<file path="config.mk">
export PLATFORM = sky130hd
export DESIGN_NAME = multicycle_ctrl
export DESIGN_NICKNAME = d
export VERILOG_FILES = /design/src/rtl/multicycle_ctrl.sv
export SDC_FILE = /design/constraint.sdc
export NUM_CORES = 1
export LEC_CHECK = 0
export ABC_AREA = 1
export BUFFER_PORTS_ARGS = -buffer_cell sky130_fd_sc_hd__buf_2
export CAP_MARGIN = 20
export CORE_MARGIN = 2
export CORE_UTILIZATION = 49
export DETAILED_ROUTE_END_ITERATION = 7
export GPL_TIMING_DRIVEN = 0
export PLACE_DENSITY = 0.92
export SYNTH_ARGS = -nofsm -noshare
export SYNTH_HDL_FRONTEND = slang
export SYNTH_SLANG_ARGS = --single-unit
export TNS_END_PERCENT = 50
</file>
<file path="constraint.sdc">
create_clock -name clk -period 2.95 [get_ports clk]
set_clock_uncertainty 0.05 [all_clocks]
set_input_delay 0.1475 -clock clk [delete_from_list [all_inputs] [get_ports clk]]
set_output_delay 0.1475 -clock clk [all_outputs]
set_load 0.01 [all_outputs]
</file>
<file path="src/rtl/multicycle_ctrl.sv">
// Control FSM for the multicycle MIPS datapath: decodes the opcode once in DECODE
// and steps one instruction at a time through fetch/decode/execute/memory/writeback.
module multicycle_ctrl (
    input  logic       clk,
    input  logic       rst,
    input  logic [5:0] op,
    input  logic       zero,
    output logic       iord,
    output logic       memwrite,
    output logic       irwrite,
    output logic       regdst,
    output logic       memtoreg,
    output logic       regwrite,
    output logic       alusrca,
    output logic [1:0] alusrcb,
    output logic [1:0] aluop,
    output logic [1:0] pcsrc,
    output logic       pcen,
    output logic       extop,
    output logic       retire,
    output logic       illegal,
    output logic [3:0] dbg_state
);
    typedef enum logic [3:0] {
        S_FETCH  = 4'd0,  S_DECODE = 4'd1,  S_MEMADR = 4'd2,  S_MEMRD = 4'd3,
        S_MEMWB  = 4'd4,  S_MEMWR  = 4'd5,  S_REX    = 4'd6,  S_RWB   = 4'd7,
        S_BEQ    = 4'd8,  S_IEX    = 4'd9,  S_IWB    = 4'd10, S_JMP   = 4'd11
    } state_t;

    localparam logic [5:0] OP_R    = 6'b000000;
    localparam logic [5:0] OP_LW   = 6'b100011;
    localparam logic [5:0] OP_SW   = 6'b101011;
    localparam logic [5:0] OP_BEQ  = 6'b000100;
    localparam logic [5:0] OP_ADDI = 6'b001000;
    localparam logic [5:0] OP_ANDI = 6'b001100;
    localparam logic [5:0] OP_ORI  = 6'b001101;
    localparam logic [5:0] OP_J    = 6'b000010;

    localparam logic [2:0] CLS_R   = 3'd0;
    localparam logic [2:0] CLS_LW  = 3'd1;
    localparam logic [2:0] CLS_SW  = 3'd2;
    localparam logic [2:0] CLS_BEQ = 3'd3;
    localparam logic [2:0] CLS_IMM = 3'd4;
    localparam logic [2:0] CLS_J   = 3'd5;

    state_t     state, state_next;
    logic [2:0] cls, dec_cls;
    logic       lflag, dec_lflag, dec_legal;
    logic       pcwrite, branch;

    always_comb begin
        dec_cls   = CLS_R;
        dec_lflag = 1'b0;
        dec_legal = 1'b1;
        case (op)
            OP_R:    dec_cls = CLS_R;
            OP_LW:   dec_cls = CLS_LW;
            OP_SW:   dec_cls = CLS_SW;
            OP_BEQ:  dec_cls = CLS_BEQ;
            OP_ADDI: dec_cls = CLS_IMM;
            OP_ANDI: begin dec_cls = CLS_IMM; dec_lflag = 1'b1; end
            OP_ORI:  begin dec_cls = CLS_IMM; dec_lflag = 1'b1; end
            OP_J:    dec_cls = CLS_J;
            default: dec_legal = 1'b0;
        endcase
    end

    // Class and logic flag are latched only while leaving DECODE so op may wander afterwards.
    always_ff @(posedge clk or posedge rst) begin
        if (rst) begin
            state <= S_FETCH;
            cls   <= 3'd0;
            lflag <= 1'b0;
        end else begin
            state <= state_next;
            if (state == S_DECODE) begin
                cls   <= dec_cls;
                lflag <= dec_lflag;
            end
        end
    end

    always_comb begin
        state_next = S_FETCH;
        case (state)
            S_FETCH:  state_next = S_DECODE;
            S_DECODE: begin
                if (!dec_legal)              state_next = S_FETCH;
                else if (dec_cls == CLS_LW || dec_cls == CLS_SW) state_next = S_MEMADR;
                else if (dec_cls == CLS_R)   state_next = S_REX;
                else if (dec_cls == CLS_BEQ) state_next = S_BEQ;
                else if (dec_cls == CLS_IMM) state_next = S_IEX;
                else                         state_next = S_JMP;
            end
            S_MEMADR: state_next = (cls == CLS_LW) ? S_MEMRD : S_MEMWR;
            S_MEMRD:  state_next = S_MEMWB;
            S_REX:    state_next = S_RWB;
            S_IEX:    state_next = S_IWB;
            default:  state_next = S_FETCH;
        endcase
    end

    always_comb begin
        iord     = 1'b0;
        memwrite = 1'b0;
        irwrite  = 1'b0;
        regdst   = 1'b0;
        memtoreg = 1'b0;
        regwrite = 1'b0;
        alusrca  = 1'b0;
        alusrcb  = 2'b00;
        aluop    = 2'b00;
        pcsrc    = 2'b00;
        extop    = 1'b1;
        retire   = 1'b0;
        illegal  = 1'b0;
        pcwrite  = 1'b0;
        branch   = 1'b0;
        case (state)
            S_FETCH:  begin irwrite = 1'b1; pcwrite = 1'b1; alusrcb = 2'b01; end
            S_DECODE: begin alusrcb = 2'b11; illegal = ~dec_legal; end
            S_MEMADR: begin alusrca = 1'b1; alusrcb = 2'b10; end
            S_MEMRD:  iord = 1'b1;
            S_MEMWB:  begin regwrite = 1'b1; memtoreg = 1'b1; retire = 1'b1; end
            S_MEMWR:  begin iord = 1'b1; memwrite = 1'b1; retire = 1'b1; end
            S_REX:    begin alusrca = 1'b1; aluop = 2'b10; end
            S_RWB:    begin regwrite = 1'b1; regdst = 1'b1; retire = 1'b1; end
            S_BEQ:    begin
                alusrca = 1'b1; aluop = 2'b01; branch = 1'b1; pcsrc = 2'b01; retire = 1'b1;
            end
            S_IEX:    begin
                alusrca = 1'b1; alusrcb = 2'b10;
                aluop   = lflag ? 2'b11 : 2'b00;
                extop   = ~lflag;
            end
            S_IWB:    begin regwrite = 1'b1; extop = ~lflag; retire = 1'b1; end
            S_JMP:    begin pcwrite = 1'b1; pcsrc = 2'b10; retire = 1'b1; end
            default:  ;
        endcase
        // Write enables are squashed the moment reset rises, before the state register settles.
        if (rst) begin
            irwrite  = 1'b0;
            pcwrite  = 1'b0;
            branch   = 1'b0;
            memwrite = 1'b0;
            regwrite = 1'b0;
            retire   = 1'b0;
            illegal  = 1'b0;
        end
        pcen = pcwrite | (branch & zero);
    end

    assign dbg_state = state;
endmodule

</file>
==> results <==
- The library cell with the largest summed area after synthesis is sky130_fd_sc_hd__dfrtp_1.
- The critical-path maximum fanout is 5.
- The initial utilization of the core area, before any placement, comes to 0.531.
- The post-synthesis area per instance is 6.14 um2.
- The count of buffers from port buffering is 29.
- The share of flip-flops with an asynchronous set or reset is 1.00.
- The count of fill cells added during filler insertion is 127.
- The total congestion overflow after global routing is 0.
- The number of nets in the synthesized netlist is 123.
- The number of resized instances in the post-cts repair step is 0.
- In the post-synthesis netlist, the biggest area contributors are sky130_fd_sc_hd__dfrtp_1 29%, sky130_fd_sc_hd__nand2_1 14%, sky130_fd_sc_hd__nand3_1 10%, sky130_fd_sc_hd__inv_1 9.1%, sky130_fd_sc_hd__nor2_1 9.1%.
- The setup TNS is 0 ns.
- Once detail routing completed, the nets flagged for antenna violations numbered 0.
- The x dimension of the die is 41.8 um.
- The setup violation total in the final timing report is 0.
- The clock net in this run drives a total of 8 sinks.
- The fraction of layout cells with a size suffix above 1 is 0.340.
- The number of max-cap violations is 0.
- The run finished with clean final reports.
- The clock tree buffer depth is 2.
- The number of hold violations in the final report is 0.
- The endpoint identified for the worst register-to-register timing path is dbg_state[1]$_DFF_PP0_.
- The arrival time reported for the critical path endpoint is 1.46 ns.
- The post-route non-filler standard cell count is 162.
- The floorplan core area is 0.00132 mm2.
- The clock reaches the later pin of the worst-skew pair after 0.27 ns.
- Static timing analysis puts the maximum clock frequency at 603 MHz.
- The number of synthesized register bits is 8.
- At the worst endpoint, the required time is 2.75 ns.
- The cell with the largest stage delay on the worst path is sky130_fd_sc_hd__dfrtp_1.
- The category of the critical setup timing path is reg -> out.
- The number of synthesis warnings is 0.
- The critical path goes through nor2_2, nand2_1, a31oi_1, buf_2.
- The kind of cell adding the most delay to the critical path is flip-flops.
- The pin count of the biggest net entering global routing is 10.
- IR analysis of the VDD net gives a maximum drop of 0.000373 V.
- For flop-to-flop paths, the worst setup slack is 1.67 ns.
- The number of global-route vias before repair is 766.
- The initial antenna violation count is 0.
- The worst path setup slack after routing is 1.29 ns.
- Setup repair after global routing left no endpoint under its margin.
- The die covers 0.00175 mm2.
- Of the synthesized area, sequential elements account for 0.286.
- The startpoint identified for the worst register-to-register timing path is dbg_state[1]$_DFF_PP0_.
- The commonest cells after synthesis are 27 x sky130_fd_sc_hd__nand2_1, 17 x sky130_fd_sc_hd__inv_1, 17 x sky130_fd_sc_hd__nor2_1.
- The worst hold path belongs to the class in -> reg.
- Clock-pin slew was measured on the worst setup and hold paths at 0.06 ns.
- The number of nets in the layout is 158.
- The slew at the pin with the worst max-slew slack is 0.350 ns.
- Yosys mapped the design onto 22 distinct sky130hd cell types.
- The overall die height is 41.8 um.
- Using the TritonRoute via totals, the vias-per-cell ratio works out to 5.30.
- After detailed placement, the design holds a cell count of 158.
- The clock tree from TritonCTS is yes.
- The floorplan has 13 rows.
- In the routed design, unresolved DRC markers number 0.
- After detailed routing, the average wire length per cell comes to 11.2 um.
- Summed over all layers, the routed wires come to 1810 um.
- The startpoint class of the critical path is a flop.
- In this run the power density over the cells is 692 mW/mm2.
- The most frequently used flop master after synthesis is sky130_fd_sc_hd__dfrtp_1.
- The post-route fraction of the period consumed by the critical path is 0.562.
- The worst-case hold path end point is lflag$_DFFE_PP0P_.
- The first detailed-routing pass ran for 4 iterations.
- On the worst path, the slowest cell contributes a delay of 0.43 ns.
- Across every metal layer, demand over resource in global routing totals 0.219.
- The depth of the most critical reg-to-reg path is 7.
- The synthesized instance count is 114.
- Compared with the post-synthesis result, the final layout area differs by 28.1%.
- The last weighted congestion value of the routability-driven placer is 0.890.
- The number of design-rule violations left by the first detailed-router iteration is 21.
- The first global-routing pass estimated 3000 um of wire.
- The count of buffer and inverter cells on the critical path is 1.
- The CTS buffer count is 3.
- The worst-case setup slack after placement is 1.59 ns.
- The clock period minus worst slack is 1.66 ns.
- The cell leakage power is 0.571 nW.
- The mapped netlist covers 699 um2.
- STA classifies the critical path endpoint as an output pin.
- The number of cells on the worst hold path is 2.
- The maximum level of the CTS H-tree is 1.
- The number of enable-type register cells in the synthesized netlist is 0.
- The clock root buffer master is sky130_fd_sc_hd__clkbuf_4.
- In this run the most critical hold path is launched from op[1].
- The remaining max-slew budget at the tightest pin is 0.766.
- The number of ports placed on the die boundary is 30.
- The antenna diode instance count is 0.
- The number of max-slew violations in the final report is 0.
- The detailed-placement wirelength estimate is 1460 um.
- The top cell type's share of synthesized area is 0.286.
- The routed via count is 859.
- By instance count, the leading cell after synthesis is sky130_fd_sc_hd__nand2_1.
[state kept, by name (all words and copies together), names as in the netlist]
signal / flops
dbg_state: 4
cls: 3
lflag: 1
[worst reg2reg max path, stage by stage, from the launching register on]
cell and delay (ns):
sky130_fd_sc_hd__dfrtp_1 0.36, sky130_fd_sc_hd__buf_2 0.17, sky130_fd_sc_hd__nand2_1 0.13, sky130_fd_sc_hd__inv_1 0.10, sky130_fd_sc_hd__nand2_1 0.09, sky130_fd_sc_hd__nor2_1 0.05
sky130_fd_sc_hd__nor3_1 0.13, sky130_fd_sc_hd__nand2_1 0.08
[cell type report]
cell class | count | area, um2 | share of cell area
multi-input combinational | 82 | 407 | 0.454
sequential | 8 | 200 | 0.223
timing repair buffer | 30 | 155 | 0.173
inverter | 23 | 87.6 | 0.0978
clock buffer | 3 | 22.5 | 0.0251
tap | 15 | 18.8 | 0.0209
buffer | 1 | 5.00 | 0.00559
[metal layers]
layer	up-vias	track usage	share of wire
met2	31	0.406	0.50
met5	-	0	0
met3	7	0.0304	0.057
met1	391	0.235	0.41
met4	0	0.116	0.026
li1	430	-	-
[report_power, final]
part	switching, mW	internal [mW]	total [mW]
Sequential	0.0267	0.137	0.163
Clock	0.0409	0.0468	0.0877
Combinational	0.241	0.128	0.369
[placed cells by master, fill, tap and decap left out, types with 2 or more instances in the layout]
cell,count
sky130_fd_sc_hd__buf_2,30
sky130_fd_sc_hd__clkbuf_4,3
sky130_fd_sc_hd__dfrtp_1,8
sky130_fd_sc_hd__inv_1,17
sky130_fd_sc_hd__inv_2,5
sky130_fd_sc_hd__nand2_1,27
sky130_fd_sc_hd__nand3_1,14
sky130_fd_sc_hd__nand3_2,2
sky130_fd_sc_hd__nor2_1,17
sky130_fd_sc_hd__nor2_2,4
sky130_fd_sc_hd__nor2_4,2
sky130_fd_sc_hd__nor3_1,2
sky130_fd_sc_hd__o21ai_0,4
sky130_fd_sc_hd__o21ai_1,2
[cell families (layout without fill, tap and decap cells)]
kind of cell	after synthesis	count (layout)	synth area share
flops	8	8	0.286
buf+inv	24	57	0.132
compound gates	10	10	0.0859
simple gates	72	72	0.496
[worst max-delay path by stage]
stage	startpoint	endpoint	slack (ns)	cells after the start
global placement	dbg_state[2]$_DFF_PP0_	pcen	1.62	4
floorplan	dbg_state[3]$_DFF_PP0_	regwrite	1.61	4
finish	dbg_state[2]$_DFF_PP0_	pcen	1.29	4
global route	dbg_state[1]$_DFF_PP0_	pcen	1.22	7
CTS	dbg_state[2]$_DFF_PP0_	pcen	1.31	4
detailed placement	dbg_state[2]$_DFF_PP0_	pcen	1.59	4
[what timing repair did]
item                                   4_1_cts  5_1_grt
buffers inserted                             0        0
endpoints found under the hold margin        8        0
hold buffers                                 1        0
[stage by stage]
step | hold slack (ns) | total power [mW] | cell area (um2) | utilization
after floorplan | -0.0786 | 0.405 | 699 | -
after global placement | 0.123 | 0.518 | 863 | 0.655
after detailed placement | 0.131 | 0.531 | 863 | 0.655
after CTS | 0.0799 | 0.618 | 896 | 0.680
after global routing | 0.0982 | 0.664 | 896 | 0.680
final | 0.0729 | 0.620 | 896 | 0.680
Power figures use the tool's default switching activity.
